--- src/rtl/xge_cfg_pkg.sv ---
// Shared types and MAC register map for the Wishbone configuration sequencer.
package xge_cfg_pkg;

  // MAC management register addresses
  localparam logic [7:0] CONFIG0     = 8'h00;
  localparam logic [7:0] INT_PENDING = 8'h08;
  localparam logic [7:0] INT_STATUS  = 8'h0C;
  localparam logic [7:0] INT_MASK    = 8'h10;

  localparam int unsigned ADR_W = 8;
  localparam int unsigned DAT_W = 32;

  typedef enum logic [1:0] {
    S_INIT = 2'd0,
    S_IDLE = 2'd1,
    S_BUS  = 2'd2,
    S_GAP  = 2'd3
  } cfg_state_e;

  typedef enum logic [1:0] {
    OWN_INIT = 2'd0,
    OWN_IRQ  = 2'd1,
    OWN_HOST = 2'd2
  } cfg_owner_e;

  // One Wishbone transfer request
  typedef struct packed {
    logic             we;
    logic [ADR_W-1:0] adr;
    logic [DAT_W-1:0] dat;
  } wb_req_t;

endpackage

--- src/rtl/xge_wb_xfer.sv ---
// Single Wishbone transfer engine: holds cyc/stb and the request stable until
// ack (or, with XGE_CFG_TIMEOUT_EN defined, until the ack-wait limit expires).
module xge_wb_xfer
  import xge_cfg_pkg::*;
#(
  parameter int unsigned TIMEOUT = 255
) (
  input  logic             clkWB,
  input  logic             wb_rst_i,
  input  logic             start_i,
  input  wb_req_t          req_i,
  output logic             cyc_o,
  output logic             stb_o,
  output wb_req_t          req_o,
  input  logic             ack_i,
  input  logic [DAT_W-1:0] rdat_i,
  output logic             done_c,
  output logic             err_c,
  output logic [DAT_W-1:0] rdat_c
);

  logic    cyc_q, cyc_d;
  wb_req_t req_q, req_d;

`ifdef XGE_CFG_TIMEOUT_EN
  localparam int unsigned CNT_W = ($clog2(TIMEOUT + 1) > 8) ? $clog2(TIMEOUT + 1) : 8;
  logic [CNT_W-1:0] cnt_q, cnt_d;
`else
  logic unused_timeout;
  assign unused_timeout = ^TIMEOUT;
`endif

  // Next-state for the bus handshake and ack-wait counter
  always_comb begin
    cyc_d  = cyc_q;
    req_d  = req_q;
    done_c = cyc_q & ack_i;
    err_c  = 1'b0;
    rdat_c = rdat_i;
`ifdef XGE_CFG_TIMEOUT_EN
    cnt_d  = cnt_q;
    err_c  = cyc_q & ~ack_i & (cnt_q == CNT_W'(TIMEOUT - 1));
    if (cyc_q && !ack_i) begin
      cnt_d = cnt_q + CNT_W'(1);
    end
`endif
    if (start_i && !cyc_q) begin
      cyc_d = 1'b1;
      req_d = req_i;
`ifdef XGE_CFG_TIMEOUT_EN
      cnt_d = '0;
`endif
    end else if (done_c || err_c) begin
      cyc_d = 1'b0;
    end
  end

  // Bus registers; reset drops cyc/stb immediately
  always_ff @(posedge clkWB or posedge wb_rst_i) begin
    if (wb_rst_i) begin
      cyc_q <= 1'b0;
      req_q <= '0;
`ifdef XGE_CFG_TIMEOUT_EN
      cnt_q <= '0;
`endif
    end else begin
      cyc_q <= cyc_d;
      req_q <= req_d;
`ifdef XGE_CFG_TIMEOUT_EN
      cnt_q <= cnt_d;
`endif
    end
  end

  assign cyc_o = cyc_q;
  assign stb_o = cyc_q;
  assign req_o = req_q;

endmodule

--- src/rtl/xge_wb_cfg_seq.sv ---
// Wishbone configuration sequencer / arbiter for the 10GE MAC management port.
// Writes an init table after reset, then arbitrates interrupt reads (priority)
// against a single-outstanding host command port.
// Optional feature macro: XGE_CFG_TIMEOUT_EN (ack-wait timeout and error reporting).
module xge_wb_cfg_seq
  import xge_cfg_pkg::*;
#(
  parameter int unsigned NUM_CFG = 4,
  parameter int unsigned TIMEOUT = 255
) (
  input  logic                   clkWB,
  input  logic                   wb_rst_i,
  input  logic [NUM_CFG*8-1:0]   cfg_adr,
  input  logic [NUM_CFG*32-1:0]  cfg_dat,
  input  logic                   host_req,
  input  logic                   host_we,
  input  logic [7:0]             host_adr,
  input  logic [31:0]            host_wdat,
  output logic                   host_gnt,
  output logic                   host_done,
  output logic [31:0]            host_rdat,
  output logic                   host_err,
  output logic [7:0]             wb_adr_i,
  output logic [31:0]            wb_dat_i,
  output logic                   wb_cyc_i,
  output logic                   wb_stb_i,
  output logic                   wb_we_i,
  input  logic                   wb_ack_o,
  input  logic [31:0]            wb_dat_o,
  input  logic                   wb_int_o,
  output logic                   init_done,
  output logic                   irq_valid,
  output logic [31:0]            irq_vec,
  output logic                   timeout_err
);

  localparam int unsigned IDX_W = (NUM_CFG > 1) ? $clog2(NUM_CFG) : 1;

  cfg_state_e       state_q, state_d;
  cfg_owner_e       own_q, own_d;
  logic [IDX_W-1:0] idx_q, idx_d;
  logic             host_we_q, host_we_d;
  logic             init_done_q, init_done_d;
  logic             host_gnt_q, host_gnt_d;
  logic             host_done_q, host_done_d;
  logic [31:0]      host_rdat_q, host_rdat_d;
  logic             host_err_q, host_err_d;
  logic             irq_valid_q, irq_valid_d;
  logic [31:0]      irq_vec_q, irq_vec_d;
  logic             timeout_err_q, timeout_err_d;

  logic             start_c;
  wb_req_t          req_c;
  wb_req_t          bus_req;
  logic             xfer_done_c;
  logic             xfer_err_c;
  logic [31:0]      xfer_rdat_c;
  wb_req_t          init_req_c;

  // Current init-table entry
  always_comb begin
    init_req_c.we  = 1'b1;
    init_req_c.adr = cfg_adr[8*32'(idx_q) +: 8];
    init_req_c.dat = cfg_dat[32*32'(idx_q) +: 32];
  end

  xge_wb_xfer #(
    .TIMEOUT (TIMEOUT)
  ) u_xfer (
    .clkWB    (clkWB),
    .wb_rst_i (wb_rst_i),
    .start_i  (start_c),
    .req_i    (req_c),
    .cyc_o    (wb_cyc_i),
    .stb_o    (wb_stb_i),
    .req_o    (bus_req),
    .ack_i    (wb_ack_o),
    .rdat_i   (wb_dat_o),
    .done_c   (xfer_done_c),
    .err_c    (xfer_err_c),
    .rdat_c   (xfer_rdat_c)
  );

  // Sequencing, arbitration and result routing
  always_comb begin
    state_d       = state_q;
    own_d         = own_q;
    idx_d         = idx_q;
    host_we_d     = host_we_q;
    init_done_d   = init_done_q;
    host_gnt_d    = 1'b0;
    host_done_d   = 1'b0;
    host_rdat_d   = host_rdat_q;
    host_err_d    = host_err_q;
    irq_valid_d   = 1'b0;
    irq_vec_d     = irq_vec_q;
    timeout_err_d = timeout_err_q | xfer_err_c;
    start_c       = 1'b0;
    req_c         = init_req_c;

    case (state_q)
      S_INIT: begin
        start_c = 1'b1;
        own_d   = OWN_INIT;
        state_d = S_BUS;
      end
      S_IDLE: begin
        if (wb_int_o) begin
          start_c   = 1'b1;
          req_c.we  = 1'b0;
          req_c.adr = INT_PENDING;
          req_c.dat = '0;
          own_d     = OWN_IRQ;
          state_d   = S_BUS;
        end else if (host_req) begin
          start_c    = 1'b1;
          req_c.we   = host_we;
          req_c.adr  = host_adr;
          req_c.dat  = host_wdat;
          host_we_d  = host_we;
          host_gnt_d = 1'b1;
          own_d      = OWN_HOST;
          state_d    = S_BUS;
        end
      end
      S_BUS: begin
        if (xfer_done_c || xfer_err_c) begin
          state_d = S_GAP;
          case (own_q)
            OWN_IRQ: begin
              if (xfer_done_c) begin
                irq_vec_d   = xfer_rdat_c;
                irq_valid_d = 1'b1;
              end
            end
            OWN_HOST: begin
              host_done_d = 1'b1;
              host_err_d  = xfer_err_c;
              host_rdat_d = (xfer_done_c && !host_we_q) ? xfer_rdat_c : 32'h0;
            end
            default: ;
          endcase
        end
      end
      S_GAP: begin
        if (own_q == OWN_INIT) begin
          if (idx_q < IDX_W'(NUM_CFG - 1)) begin
            idx_d   = idx_q + IDX_W'(1);
            state_d = S_INIT;
          end else begin
            init_done_d = 1'b1;
            state_d     = S_IDLE;
          end
        end else begin
          state_d = S_IDLE;
        end
      end
      default: state_d = S_INIT;
    endcase
  end

  // State and registered outputs
  always_ff @(posedge clkWB or posedge wb_rst_i) begin
    if (wb_rst_i) begin
      state_q       <= S_INIT;
      own_q         <= OWN_INIT;
      idx_q         <= '0;
      host_we_q     <= 1'b0;
      init_done_q   <= 1'b0;
      host_gnt_q    <= 1'b0;
      host_done_q   <= 1'b0;
      host_rdat_q   <= '0;
      host_err_q    <= 1'b0;
      irq_valid_q   <= 1'b0;
      irq_vec_q     <= '0;
      timeout_err_q <= 1'b0;
    end else begin
      state_q       <= state_d;
      own_q         <= own_d;
      idx_q         <= idx_d;
      host_we_q     <= host_we_d;
      init_done_q   <= init_done_d;
      host_gnt_q    <= host_gnt_d;
      host_done_q   <= host_done_d;
      host_rdat_q   <= host_rdat_d;
      host_err_q    <= host_err_d;
      irq_valid_q   <= irq_valid_d;
      irq_vec_q     <= irq_vec_d;
      timeout_err_q <= timeout_err_d;
    end
  end

  assign wb_adr_i    = bus_req.adr;
  assign wb_dat_i    = bus_req.dat;
  assign wb_we_i     = bus_req.we;
  assign init_done   = init_done_q;
  assign host_gnt    = host_gnt_q;
  assign host_done   = host_done_q;
  assign host_rdat   = host_rdat_q;
  assign host_err    = host_err_q;
  assign irq_valid   = irq_valid_q;
  assign irq_vec     = irq_vec_q;
  assign timeout_err = timeout_err_q;

endmodule

--- config.mk ---
export PLATFORM = sky130hd
export DESIGN_NAME = xge_wb_cfg_seq
export DESIGN_NICKNAME = d
export VERILOG_FILES = /design/src/rtl/xge_cfg_pkg.sv /design/src/rtl/xge_wb_xfer.sv /design/src/rtl/xge_wb_cfg_seq.sv
export SDC_FILE = /design/constraint.sdc
export NUM_CORES = 1
export LEC_CHECK = 0
export CAP_MARGIN = 0
export CORE_AREA = 2 2 135 137
export DETAILED_ROUTE_END_ITERATION = 16
export DIE_AREA = 0 0 137 139
export GPL_ROUTABILITY_DRIVEN = 1
export PLACE_DENSITY_LB_ADDON = 0.25
export REMOVE_ABC_BUFFERS = 1
export SYNTH_ARGS = -nofsm -noshare
export SYNTH_HDL_FRONTEND = slang
export SYNTH_SLANG_ARGS = --single-unit
--- constraint.sdc ---
create_clock -name clkWB -period 4.4 [get_ports clkWB]
set_clock_uncertainty 0.05 [all_clocks]
set_input_delay 0.88 -clock clkWB [delete_from_list [all_inputs] [get_ports clkWB]]
set_output_delay 0.88 -clock clkWB [all_outputs]
set_load 0.005 [all_outputs]
==> results of run 1 <==
[path summary, 6_finish.rpt]
check                           from               end  slack, ns  cells after the start
max reg2reg                 idx_q[1]  u_xfer.req_o[28]       2.01                      4
min in group asynchronous   wb_rst_i  u_xfer.req_o[33]       0.90                      2
max                         host_req  u_xfer.req_o[35]       1.85                      4
min                        init_done         init_done       0.43                      1
min reg2reg                init_done         init_done       0.43                      1
max in group asynchronous   wb_rst_i  u_xfer.req_o[25]       2.60                      3
[metal layers]
| metal | track usage | share of wire | vias up |
|---|---|---|---|
| met5 | 0 | 0 | - |
| li1 | - | - | 2474 |
| met3 | 0.05373 | 0.077 | 49 |
| met4 | 0.1063 | 0.034 | 0 |
| met2 | 0.3501 | 0.50 | 255 |
| met1 | 0.2382 | 0.39 | 2507 |
[layout make-up]
class | count | area, um^2
antenna | 3 | 7.507
clock buffer | 17 | 425.4
clock inverter | 14 | 225.2
fill | 1427 | 7531
inverter | 38 | 145.1
multi-input combinational | 293 | 2539
sequential | 117 | 2932
tap | 229 | 286.5
timing repair buffer | 359 | 3566
[power by group through the flow]
| stage | combinational [uW] | sequential (uW) | clock, uW |
|---|---|---|---|
| floorplan | 1120 | 2030 | 0 |
| global placement | 2570 | 1980 | 0 |
| detailed placement | 2630 | 2000 | 0 |
| CTS | 2630 | 2000 | 1560 |
| global route | 2800 | 2050 | 1610 |
| finish | 2600 | 1990 | 1520 |
[per-stage QoR]
stage | area (um^2) | utilization
floorplan | 5592 | -
global placement | 9468 | 0.5362
detailed placement | 9468 | 0.5362
CTS | 10120 | 0.5731
global route | 10130 | 0.5735
finish | 10130 | 0.5735
[cells by family (layout without fill, tap and decap cells)]
family / after synthesis / count (layout) / share of synthesized area
other cells: 1 / 5 / 0.0006445
buf+inv: 80 / 428 / 0.06409
mux: 146 / 146 / 0.2589
xor+xnor: 1 / 1 / 0.001506
flops: 117 / 117 / 0.5032
fa+ha+maj: 1 / 1 / 0.002150
compound gates: 90 / 90 / 0.1221
simple gates: 53 / 53 / 0.04731
[registers in the layout (all words and copies together), names as in the netlist, 2 cells and up]
name,count
u_xfer.req_o,41
state_q,2
irq_vec,32
own_q,2
host_rdat,32
idx_q,2
[critical path: cells and delay by family]
kind                   cells  cell delay (ns)
AOI/OAI and AO/OA          2             1.11
buffers and inverters      1             0.49
and+or+nand+nor            1             0.23
[cells in the mapped netlist, types with 2 or more instances]
cell type	n	area share
buf_2	13	0.011
a221o_1	38	0.065
mux2_1	3	0.0058
mux2_2	33	0.064
clkbuf_1	13	0.0084
mux2i_1	110	0.19
and3_1	2	0.0022
nor2_1	5	0.0032
o22ai_1	39	0.042
inv_1	38	0.025
dfrtp_1	117	0.50
a21oi_1	3	0.0026
nor2b_1	2	0.0022
buf_1	7	0.0045
nand2b_1	2	0.0022
buf_6	6	0.012
buf_4	3	0.0039
nand2_1	33	0.021
o21ai_0	3	0.0026
==> qor.yml, run 1 <==
status: "finished, final reports clean"
nNetsFinal: 1065
drtIter0Drc: 170
grt_use_total: 0.2068
areaGrowthSynthToFinish_pct: 74.04
worstPathMaxFanout: 41
async_reset_ff_frac: 1.000
io_pins: 351
setup_ws_ns: 1.849
grt_pass1_vias: 5568
worst_pin_slew_ns: 1.125
yosysSeqAreaShare: 0.5032
core_um2: 17660
grt_overflow: 0
start_util: 0.3295
maxSlewViolCount: 0
cap_viol_max_count: 0
ant_nets: 0
routedWlPerCell_um: 18.61
start_kind: "input pin"
row_count: 49
p_int_uw: 4250
dr_total_vias: 5285
min_path_type: "reg2reg"
antenna_found_initial: 3
cp.required_ns: 4.59
hold_ws_ns: 0.4346
layout_commonest_cell: "clkdlybuf4s50_1"
drc: 0
yosysWarnings: 0
synthCells: 489
p_sw_uw: 1857
finalSetupTns_ns: 0
switching_share: 0.3041
wirelength_um: 19910
instances_no_fill: 1070
synth-seq-cells: 117
placed_cells: 1036
insertion_delay_ns: 0.41
drive_above_1_share: 0.09666
synth_area_um2: 5818
grt_pass1_wl_um: 30180
endpoint_kind: "flop"
fp.dieW_um: 137
htreeDepth: 4
path_class: "in2reg"
relSlewSlack: 0.2475
port_buffers: 348
path_cells: "clkdlybuf4s50_1 -> nand2b_1 -> o21ai_4 -> a221oi_1"
peakVddDrop_mv: 0.2955
vias_per_cell: 4.939
max_clock_freq_mhz: 392.0
period_needed_ns: 2.551
max-clock-path-buffers: 2
ys_types: 38
clkPwrFrac: 0.249
synth_enable_flop_cells: 0
dpl.hpwl_um: 15210
pre_cts_ws_ns: 1.418
cts_root_buffer: "clkbuf_16"
dr.pass1.iters: 4
die_h_um: 139
cts_sinks: 117
p_per_area_nw_per_um2: 603.1
pwr-share-comb: 0.425
crit_slowest_cell: "o21ai_4"
avgSynthCellArea_um2: 11.90
rsz0062_at_grt: "no"
p_total_uw: 6107
dieArea_um2: 19040
p_leak_uw: 0.004330
hold_viol: 0
grt_max_degree: 57
cts_setup_buffers: 0
cts_made_buffers: 17
gp_congestion: 0.8750
synthFlopType: "dfrtp_1"
arrival_ns: 2.74
cts_hold_buf: 0
cts_tree: "done"
final_cell_mix: "clkdlybuf4s50_1, dfrtp_1, mux2i_1"
setup_viol: 0
finalCritPeriodShare: 0.5798
cts-resized-gates: 0
clkTransAtPathRegs_ns: 0.06
pwr-share-seq: 0.326
critical-path-max-stage-delay_ns: 0.88
Power figures use the tool's default switching activity.
==> run 2: changes to the inputs <==
==> constraint.sdc (replaced) <==
create_clock -name clkWB -period 2.39 [get_ports clkWB]
set_clock_uncertainty 0.05 [all_clocks]
set_input_delay 0.478 -clock clkWB [delete_from_list [all_inputs] [get_ports clkWB]]
set_output_delay 0.478 -clock clkWB [all_outputs]
set_load 0.005 [all_outputs]
==> run 2 against run 1 <==
  * Clock power grew 72%
  * Design area grew 1.0%
  * Count of clock-buffer cells in the layout up 1
  * First-iteration DRC count decreased by 2.9%
  * Highest routed layer unchanged
  * Global-route usage rose by 0.24 points
  * Hold slack worse by 0.052 ns
  * Core utilization is 0.60 points higher
  * Register-to-register slack worse by 1.6 ns
  * Worst setup slack worse by 1.5 ns
  * Cell count grew 0.65%
==> qor.yml, run 2 (synthesis results as in run 1) <==
status: "finished, final reports clean"
cpLargestDelayFamily: "buffers and inverters"
max-clock-path-buffers: 2
dieArea_um2: 19040
final_cell_mix: "clkdlybuf4s50_1, dfrtp_1, mux2i_1"
io_pins: 351
dr.pass1.iters: 4
layout_commonest_cell: "clkdlybuf4s50_1"
path_class: "reg2out"
finalCritPeriodShare: 0.8382
period_needed_ns: 2.003
cts_hold_buf: 0
placed_cells: 1044
endpoint_kind: "output port"
cp.required_ns: 1.86
cap_viol_max_count: 0
pwr-share-seq: 0.323
cts_root_buffer: "clkbuf_16"
p_int_uw: 7734
min_path_type: "in2async"
cts_tree: "done"
die_h_um: 139
drtIter0Drc: 165
arrival_ns: 1.48
grt_overflow: 0
cts_setup_buffers: 0
drive_above_1_share: 0.1063
insertion_delay_ns: 0.41
fp.dieW_um: 137
start_kind: "flop"
worst-path-buf-inv: 1
hold_ws_ns: 0.3823
max_clock_freq_mhz: 499.2
drc: 0
dpl.hpwl_um: 15630
ant_nets: 0
largest_register_ffs: 41
htreeDepth: 4
routedWlPerCell_um: 18.68
post-route-util: 0.5794
num-fill-cells: 1435
wirelength_um: 20120
instances_no_fill: 1077
dr_total_vias: 5334
p_leak_uw: 0.004377
rsz0062_at_grt: "no"
hold_viol: 0
port_buffers: 348
grt_use_total: 0.2092
path_cells: "clkdlybuf4s50_1"
ff_latch_area_um2: 2932
pwr-share-comb: 0.444
critical-path-max-stage-delay_ns: 0.56
cts_made_buffers: 17
clkTransAtPathRegs_ns: 0.06
p_sw_uw: 3467
peakVddDrop_mv: 0.5523
maxSlewViolCount: 0
p_per_area_nw_per_um2: 1095
worstPathMaxFanout: 10
grt_pass1_wl_um: 30550
switching_share: 0.3095
multi_input_area_um2: 2539
core_um2: 17660
nNetsFinal: 1073
antenna_found_initial: 1
start_util: 0.3295
crit_slowest_cell: "clkdlybuf4s50_1"
cts-resized-gates: 0
vias_per_cell: 4.953
grt_pass1_vias: 5539
cts_sinks: 117
gp_congestion: 0.8756
grt_max_degree: 41
areaGrowthSynthToFinish_pct: 75.85
row_count: 49
setup_viol: 0
clkPwrFrac: 0.233
[run 2: changes by cell type in the layout (fill, tap and decap cells not counted), moves of 2 or more]
cell       previous run  this run
buf_12                0         7
diode_2               3         1
bufinv_16             5         3
clkinv_2              1         3
[run 2: worst paths after layout]
path | start | endpoint | slack [ns] | depth (start not counted)
max in group asynchronous | wb_rst_i | irq_vec[15] | 1.39 | 3
worst max register to register | state_q[0] | u_xfer.req_o[38] | 0.45 | 4
worst max-delay path | u_xfer.cyc_o | wb_cyc_i | 0.39 | 1
worst min register to register | irq_vec[25] | irq_vec[25] | 0.45 | 1
min in group clkWB | irq_vec[25] | irq_vec[25] | 0.45 | 1
worst min-delay path | wb_rst_i | u_xfer.req_o[8] | 0.38 | 2
[run 2: power groups by stage]
stage	registers [uW]	logic, uW	clock network [uW]
floorplan	3740	2050	0
global placement	3600	4910	0
detailed placement	3630	5020	0
CTS	3620	5030	2680
global route	3730	5350	2770
finish	3610	4970	2620
[run 2: worst reg2reg max path: stages (launching register included)]
cell and delay, ns:
dfrtp_1 0.52, or4_1 0.56, buf_4 0.29, o22ai_1 0.30, a221o_1 0.15
[run 2: per-stage QoR]
step                      TNS, ns  instance area, um^2  setup WS (ns)  total power (uW)
after global routing            0                10230         0.3059             11850
after CTS                       0                10230         0.3486             11320
after global placement          0                 9615         0.1772              8503
after detailed placement        0                 9615         0.1073              8648
after floorplan           -317.61                 5592         -3.721              5785
final                           0                10230         0.3868             11200
[run 2: metal layers]
metal  vias up  GRT usage  routed length [um]
met5         -          0                   0
met4         0    0.09712                 653
met3        42    0.04934                1351
met2       251     0.3504               10080
met1      2559     0.2520                8038
li1       2482          -                   -
[run 2: cell type report]
type,instances,share of cell area
timing repair buffer,367,0.3630
clock inverter,14,0.01700
clock buffer,18,0.04293
tap,229,0.02801
sequential,117,0.2865
antenna,1,0.0002446
multi-input combinational,293,0.2481
inverter,38,0.01419
